File: src/rtl/comb_stack_pkg.sv
// Shared defaults and entry layout for the combination-recursion stack.
// Used by comb_stack, its storage RAM, and the recursion controller/datapath.
package comb_pkg;

  localparam int WIDTH_DEF = 8;
  localparam int DEPTH_DEF = 32;

  function automatic int cnt_width(input int depth);
    return $clog2(depth) + 1;
  endfunction

  localparam int CNT_W_DEF = cnt_width(DEPTH_DEF);

  typedef struct packed {
    logic [WIDTH_DEF-1:0] n;
    logic [WIDTH_DEF-1:0] k;
  } entry_t;

endpackage

File: src/rtl/comb_stack_ram.sv
// Stack storage: DEPTH x W, synchronous write, registered read port.
// Only the read register is reset; the array contents are left undefined.
module stack_ram #(
  parameter int W     = 16,
  parameter int DEPTH = 32,
  parameter int AW    = $clog2(DEPTH)
) (
  input  logic          clk,
  input  logic          rst,
  input  logic          we,
  input  logic [AW-1:0] waddr,
  input  logic [W-1:0]  wdata,
  input  logic          re,
  input  logic [AW-1:0] raddr,
  output logic [W-1:0]  rdata
);

  logic [W-1:0] mem_q [DEPTH];
  logic [W-1:0] rdata_q;

  always_ff @(posedge clk) begin
    if (we) mem_q[waddr] <= wdata;
  end

  // Read sees the pre-edge contents even when the same address is written.
  always_ff @(posedge clk or negedge rst) begin
    if (!rst)    rdata_q <= '0;
    else if (re) rdata_q <= mem_q[raddr];
  end

  assign rdata = rdata_q;

endmodule

File: src/rtl/comb_stack.sv
// LIFO stack of {n, k} entries: pointer, status/error flags and control.
// Optional high-water-mark output max_count when COMB_STACK_HWM_EN is defined.
module comb_stack
  import comb_pkg::*;
#(
  parameter int WIDTH = WIDTH_DEF,
  parameter int DEPTH = DEPTH_DEF,
  parameter int CW    = cnt_width(DEPTH)
) (
  input  logic             clk,
  input  logic             rst,
  input  logic             clr,
  input  logic             push,
  input  logic             pop,
  input  logic             top,
  input  logic [WIDTH-1:0] din_n,
  input  logic [WIDTH-1:0] din_k,
  output logic [WIDTH-1:0] dout_n,
  output logic [WIDTH-1:0] dout_k,
  output logic             dout_valid,
  output logic             empty,
  output logic             full,
  output logic [CW-1:0]    count,
`ifdef COMB_STACK_HWM_EN
  output logic [CW-1:0]    max_count,
`endif
  output logic             overflow,
  output logic             underflow
);

  localparam int AW = CW - 1;

  logic [CW-1:0]      count_q, count_d;
  logic               valid_q, valid_d;
  logic               ovf_q, ovf_d;
  logic               unf_q, unf_d;

  logic               do_replace, do_insert, do_remove, do_read;
  logic               we;
  logic [AW-1:0]      head_addr, waddr;
  logic [2*WIDTH-1:0] rdata;

  assign empty = (count_q == '0);
  assign full  = (count_q == CW'(DEPTH));

  assign head_addr = count_q[AW-1:0] - AW'(1);

  // Push+pop on a non-empty stack overwrites the head in place.
  always_comb begin
    do_replace = 1'b0;
    do_insert  = 1'b0;
    do_remove  = 1'b0;
    do_read    = 1'b0;
    if (!clr) begin
      do_replace = push & pop & !empty;
      do_insert  = push & !(pop & !empty) & !full;
      do_remove  = pop & !push & !empty;
      do_read    = top & !empty;
    end
  end

  assign we    = do_replace | do_insert;
  assign waddr = do_replace ? head_addr : count_q[AW-1:0];

  always_comb begin
    count_d = count_q;
    valid_d = do_read;
    ovf_d   = ovf_q;
    unf_d   = unf_q;
    if (clr) begin
      count_d = '0;
      ovf_d   = 1'b0;
      unf_d   = 1'b0;
    end else begin
      if (do_insert)      count_d = count_q + CW'(1);
      else if (do_remove) count_d = count_q - CW'(1);
      if (push & !pop & full)               ovf_d = 1'b1;
      if ((pop & !push & empty) | (top & empty)) unf_d = 1'b1;
    end
  end

  always_ff @(posedge clk or negedge rst) begin
    if (!rst) begin
      count_q <= '0;
      valid_q <= 1'b0;
      ovf_q   <= 1'b0;
      unf_q   <= 1'b0;
    end else begin
      count_q <= count_d;
      valid_q <= valid_d;
      ovf_q   <= ovf_d;
      unf_q   <= unf_d;
    end
  end

`ifdef COMB_STACK_HWM_EN
  logic [CW-1:0] hwm_q, hwm_d;

  always_comb begin
    hwm_d = hwm_q;
    if (clr)                  hwm_d = '0;
    else if (count_d > hwm_q) hwm_d = count_d;
  end

  always_ff @(posedge clk or negedge rst) begin
    if (!rst) hwm_q <= '0;
    else      hwm_q <= hwm_d;
  end

  assign max_count = hwm_q;
`endif

  stack_ram #(
    .W     (2 * WIDTH),
    .DEPTH (DEPTH),
    .AW    (AW)
  ) u_ram (
    .clk   (clk),
    .rst   (rst),
    .we    (we),
    .waddr (waddr),
    .wdata ({din_n, din_k}),
    .re    (do_read),
    .raddr (head_addr),
    .rdata (rdata)
  );

  assign dout_n     = rdata[2*WIDTH-1:WIDTH];
  assign dout_k     = rdata[WIDTH-1:0];
  assign dout_valid = valid_q;
  assign count      = count_q;
  assign overflow   = ovf_q;
  assign underflow  = unf_q;

endmodule

File: config.mk
export PLATFORM = sky130hd
export DESIGN_NAME = comb_stack
export DESIGN_NICKNAME = d
export VERILOG_FILES = /design/src/rtl/comb_stack_pkg.sv /design/src/rtl/comb_stack_ram.sv /design/src/rtl/comb_stack.sv
export SDC_FILE = /design/constraint.sdc
export NUM_CORES = 1
export LEC_CHECK = 0
export ABC_AREA = 1
export CAP_MARGIN = 25
export CORE_MARGIN = 4
export CORE_UTILIZATION = 60
export DETAILED_ROUTE_END_ITERATION = 7
export GPL_ROUTABILITY_DRIVEN = 1
export PLACE_DENSITY = 0.74
export SKIP_LAST_GASP = 1
export SLEW_MARGIN = 20
export SYNTH_ARGS = -nofsm -noshare
export SYNTH_HDL_FRONTEND = slang
export SYNTH_SLANG_ARGS = --single-unit
File: constraint.sdc
create_clock -name clk -period 6.8 [get_ports clk]
set_clock_uncertainty 0.2 [all_clocks]
set_input_delay 1.36 -clock clk [delete_from_list [all_inputs] [get_ports clk]]
set_output_delay 1.36 -clock clk [all_outputs]
set_load 0.02 [all_outputs]
==> results of run 1 <==
-- worst paths after layout --
path	startpoint	slack [ns]	depth (start not counted)	end
max	count[0]	2.26	5	full
min	u_ram.rdata[10]	0.29	2	u_ram.rdata[10]
max reg2reg	count[0]	2.51	10	u_ram.rdata[11]
min reg2reg	u_ram.rdata[10]	0.29	2	u_ram.rdata[10]
max in group asynchronous	rst	5.12	2	count[0]
min in group asynchronous	rst	0.97	2	count[0]
-- layout make-up --
class	instances	area, um^2
Sequential cell	537	16000
Fill cell	2598	11530
Multi-Input combinational cell	1255	5523
Clock buffer	69	1469
Timing Repair Buffer	93	815.8
Inverter	189	716.9
Tap cell	504	630.6
Clock inverter	28	178.9
Antenna cell	1	2.502
-- registers in the layout, indices dropped and copies added (netlist names) --
name	cells
u_ram.mem_q	512
u_ram.rdata	16
count	6
dout_valid	1
overflow	1
underflow	1
-- power by group through the flow --
stage               Combinational, mW  Clock [mW]  Sequential, mW
floorplan                        2.25           0            3.98
finish                           3.72        2.78            3.87
detailed placement               3.62           0            3.94
global placement                 3.56           0            3.93
global route                     4.01        2.96            3.88
CTS                              3.64        2.80            3.87
-- per-layer routing --
layer | routed length, um | vias to the layer above
li1 | - | 7089
met1 | 22960 | 7423
met2 | 26280 | 764
met3 | 5162 | 104
met4 | 2023 | 0
met5 | 0 | -
-- cell families after synthesis --
family	synth area share, %
XOR/XNOR	0.4257
adder cells (fa/ha/maj)	0.3649
AND/OR/NAND/NOR	21.08
buffers and inverters	5.141
flip-flops	70.69
AO/OA/AOI/OAI	2.289
-- cell usage after synthesis, drive strengths merged --
master  count
inv       187
a21o        1
o211ai      6
a21oi       3
nand2     616
nand4       3
clkinv      2
clkbuf     54
buf        55
nor2      190
o22ai       4
o21ai      81
nor3        2
ha          5
edfxtp    512
dfrtp      25
xor2        7
nand3b      2
fa          1
xnor2       1
a31oi       2
nand3     331
-- critical path: stages (launching register included) --
cell and delay, ns:
dfrtp_4 0.62, inv_6 0.49, ha_4 0.31, nand2_2 0.14, nor2_2 0.17, clkdlybuf4s50_1 0.63
==> results.cfg, run 1 <==
[synth]
yosys_warnings = 0
syn_inst = 2090
yosysUniqueCellTypes = 33
synthesis.nets = 2118
synth_area_leader_cell = edfxtp_1
yosysSeqAreaShare_pct = 70.69
synthTopCellsByArea = edfxtp_1 (68%), nand2_1 (10%), nand3_1 (7.2%), nor2_1 (3.1%), inv_1 (3.0%)
synth_top_area_share_pct = 67.93
synth_area_per_cell_um2 = 10.83
syn_area_um2 = 22630
synth-seq-cells = 537

[global_routing]
grt_pass1_vias = 14720
gr-total-overflow = 0
grt_max_degree = 93
met1_usage_pct = 39.69
antenna_found_initial = 1
groute.layer.met2.usage_pct = 42.67
met3_usage_pct = 3.722
grt_pass1_wl_um = 86020
grt_use_total_pct = 27.27
grt-busiest-layer = met2

[final_layout]
drive_gt1_share_pct = 7.324
fin_nets = 2157
fin_cells = 2676
final_util_pct = 68.72
synthToLayoutAreaGrowth_pct = 11.96
layout_common_cells = nand2_1 (615), edfxtp_1 (512), nand3_1 (324)
layout_commonest_cell = nand2_1
finish.instance_area_um2 = 25340

[routing]
drt-vias-per-instance = 5.747
wirelength_um = 56420
firstDrtPassIters = 6
antenna_left = 0
wl_per_cell_um = 21.08
drt-initial-drc-count = 1945
num_vias = 15380
drc_errors = 0

[cts]
cts-root-buf = clkbuf_16
postCtsSetupBuffers = 0
clockBufferDepth = 3
worstSkewPairLatency_ns = 0.57
ctsResizeCount = 0
htree_num_levels = 2
cts_sinks = 537
path_clk_slew_ns = 0.06
hold_buffers = 0
cts_tree = yes
cts_buffers = 53

[pwr]
p_sw_mw = 3.944
p_int_mw = 6.419
power_frac_comb_pct = 35.9
finalPower_mw = 10.36
clkPwrFrac_pct = 26.8
ir_drop_mv = 0.3215
swShare_pct = 38.06
pwr-share-seq_pct = 37.3
cellLeakagePower_nw = 9.931
powerDensity_nw_per_um2 = 409.0

[timing]
fin_ws_ns = 2.265
tns_ns = 0
holdWs_ns = 0.2894
slew_violations = 0
worst_pin_slew_ns = 0.9853
finalCriticalPeriod_ns = 4.535
fin_crit_sh_pct = 66.70
slew-limit-headroom_pct = 34.32
fmax_mhz = 220.5
finalHoldViolations = 0
setup_violations = 0
rsz0062_at_grt = no

[worst_setup_path]
crit_fanout = 80
end_kind = primary output
cp.required_ns = 5.24
cp.arrival_ns = 2.98
worstSetupStartpointType = flip-flop
crit_type = reg2out

[placement]
portBuffers = 48
placed_cell_area_um2 = 23660
dp_cells = 2577
place.gp.congestion = 0.8644
dpl_worst_slack_ns = 2.427
hpwl_um = 31410

[status]
outcome = finished clean

[floorplanning]
num_rows = 70
chipWidth_um = 202.2
io_pins = 49
dieArea_um2 = 40890
die_h_um = 202.2
core_um2 = 36870
start_util_pct = 61.38

[worst_hold_path]
holdCritPathClass = reg2reg

[job]
maxCapViolCount = 0
(Power assumes the default switching activity.)
==> run 2: changes to the inputs <==
--- a/config.mk
+++ b/config.mk
@@ -8,10 +8,10 @@
 export ABC_AREA = 1
 export CAP_MARGIN = 25
 export CORE_MARGIN = 4
-export CORE_UTILIZATION = 60
+export CORE_UTILIZATION = 56
 export DETAILED_ROUTE_END_ITERATION = 7
 export GPL_ROUTABILITY_DRIVEN = 1
-export PLACE_DENSITY = 0.74
+export PLACE_DENSITY = 0.73
 export SKIP_LAST_GASP = 1
 export SLEW_MARGIN = 20
 export SYNTH_ARGS = -nofsm -noshare
==> constraint.sdc (replaced) <==
create_clock -name clk -period 4.1 [get_ports clk]
set_clock_uncertainty 0.2 [all_clocks]
set_input_delay 0.82 -clock clk [delete_from_list [all_inputs] [get_ports clk]]
set_output_delay 0.82 -clock clk [all_outputs]
set_load 0.02 [all_outputs]
==> results.cfg, run 2 (same netlist as run 1, synthesis figures left out) <==
[pwr]
powerDensity_nw_per_um2 = 681.1
clkPwrFrac_pct = 27.5
cellLeakagePower_nw = 10.08
p_int_mw = 10.81
p_sw_mw = 6.643
pwr-share-seq_pct = 36.7
finalPower_mw = 17.45
swShare_pct = 38.07
ir_drop_mv = 0.4185
power_frac_comb_pct = 35.8

[floorplanning]
num_rows = 73
die_h_um = 209.0
chipWidth_um = 209.0
start_util_pct = 56.83
dieArea_um2 = 43700
core_um2 = 39820
io_pins = 49

[worst_hold_path]
holdCritPathClass = reg2reg

[timing]
fmax_mhz = 294.1
finalCriticalPeriod_ns = 3.400
fin_ws_ns = 0.7002
tns_ns = 0
holdWs_ns = 0.3058
slew_violations = 0
finalHoldViolations = 0
rsz0062_at_grt = no
worst_pin_slew_ns = 1.018
fin_crit_sh_pct = 82.92
slew-limit-headroom_pct = 32.16
setup_violations = 0

[final_layout]
regMostFlops = u_ram.mem_q
layout_commonest_cell = nand2_1
nFillCells = 3100
finish.instance_area_um2 = 25620
layout_common_cells = nand2_1 (615), edfxtp_1 (512), nand3_1 (324)
diodes = 0
synthToLayoutAreaGrowth_pct = 13.18
final_util_pct = 64.33
fin_cells = 2723
drive_gt1_share_pct = 7.734
fin_nets = 2184
largest_reg_flops = 512

[placement]
portBuffers = 48
place.gp.congestion = 0.9545
dpl_worst_slack_ns = 0.4733
dp_cells = 2625
hpwl_um = 34540
placed_cell_area_um2 = 23880

[routing]
drt-vias-per-instance = 5.745
wl_met3_um = 5256
wl_per_cell_um = 21.62
firstDrtPassIters = 5
wl_met1_um = 23350
antenna_left = 0
drc_errors = 0
top_layer_used = met4
num_vias = 15640
wirelength_um = 58870
drt-initial-drc-count = 1729
route.met2.wl_um = 26940

[global_routing]
grt_pass1_wl_um = 88580
grt_use_total_pct = 26.65
gr-total-overflow = 0
grt_pass1_vias = 15010
antenna_found_initial = 0
grt_max_degree = 109

[worst_setup_path]
cp_top_family = buffers and inverters
crit_fanout = 4
cp.arrival_ns = 2.38
crit_slowest_cell = clkdlybuf4s50_1
path_cells = inv_1 -> ha_4 -> nand2_2 -> nor2_2 -> clkdlybuf4s50_1
slowest_delay_ns = 0.63
crit_type = reg2out
end_kind = primary output
critPathBufInv = 2
worstSetupStartpointType = flip-flop
cp.required_ns = 3.08

[cts]
postCtsSetupBuffers = 0
cts_tree = yes
ctsResizeCount = 0
clockBufferDepth = 3
hold_buffers = 0
cts-root-buf = clkbuf_16
path_clk_slew_ns = 0.06
htree_num_levels = 2
cts_sinks = 537
worstSkewPairLatency_ns = 0.61
cts_buffers = 53

[status]
outcome = finished clean

[job]
maxCapViolCount = 0
-- run 2: changes by cell type in the layout (fill, tap and decap cells not counted), moves of 2 or more --
cell,delta
clkbuf_8,-2
nor2_2,-9
buf_2,-4
clkinv_2,-6
buf_4,+28
clkdlybuf4s50_1,+4
bufinv_16,+3
clkinv_1,+2
nor2_1,+9
-- run 2: worst paths after layout --
path | from | endpoint | slack, ns | cells after the start
setup reg to reg | count[1] | u_ram.rdata[8] | 0.85 | 11
min in group asynchronous | rst | u_ram.rdata[10] | 0.40 | 2
hold / removal | u_ram.rdata[6] | u_ram.rdata[6] | 0.31 | 2
hold reg to reg | u_ram.rdata[6] | u_ram.rdata[6] | 0.31 | 2
setup / recovery | count[1] | full | 0.70 | 5
max in group asynchronous | rst | count[0] | 3.00 | 2
-- run 2: power groups by stage --
stage	registers [mW]	clock network (mW)	logic, mW
2_1_floorplan	6.59	0	3.72
3_3_place_gp	6.51	0	5.98
3_5_place_dp	6.52	0	6.05
4_1_cts	6.40	4.84	6.10
5_1_grt	6.42	5.08	6.70
6_report	6.40	4.80	6.24
-- run 2: worst min-delay path: stages (launching register included) --
cell and delay, ns:
dfrtp_1 0.36, nand2_1 0.06, nand2_1 0.05
-- run 2: layer usage --
layer	GRT usage (%)	up-vias
met5	0	-
met4	12.85	0
met3	4.684	163
met2	41.25	870
met1	37.16	7469
li1	-	7141
-- run 2: layout make-up --
type / instances / area (um^2) / share of cell area [%]
Clock buffer: 67 / 1420 / 5.544
Clock inverter: 30 / 292.8 / 1.143
Inverter: 189 / 716.9 / 2.799
Multi-Input combinational cell: 1255 / 5500 / 21.47
Sequential cell: 537 / 16000 / 62.47
Tap cell: 525 / 656.9 / 2.564
Timing Repair Buffer: 120 / 1026 / 4.005
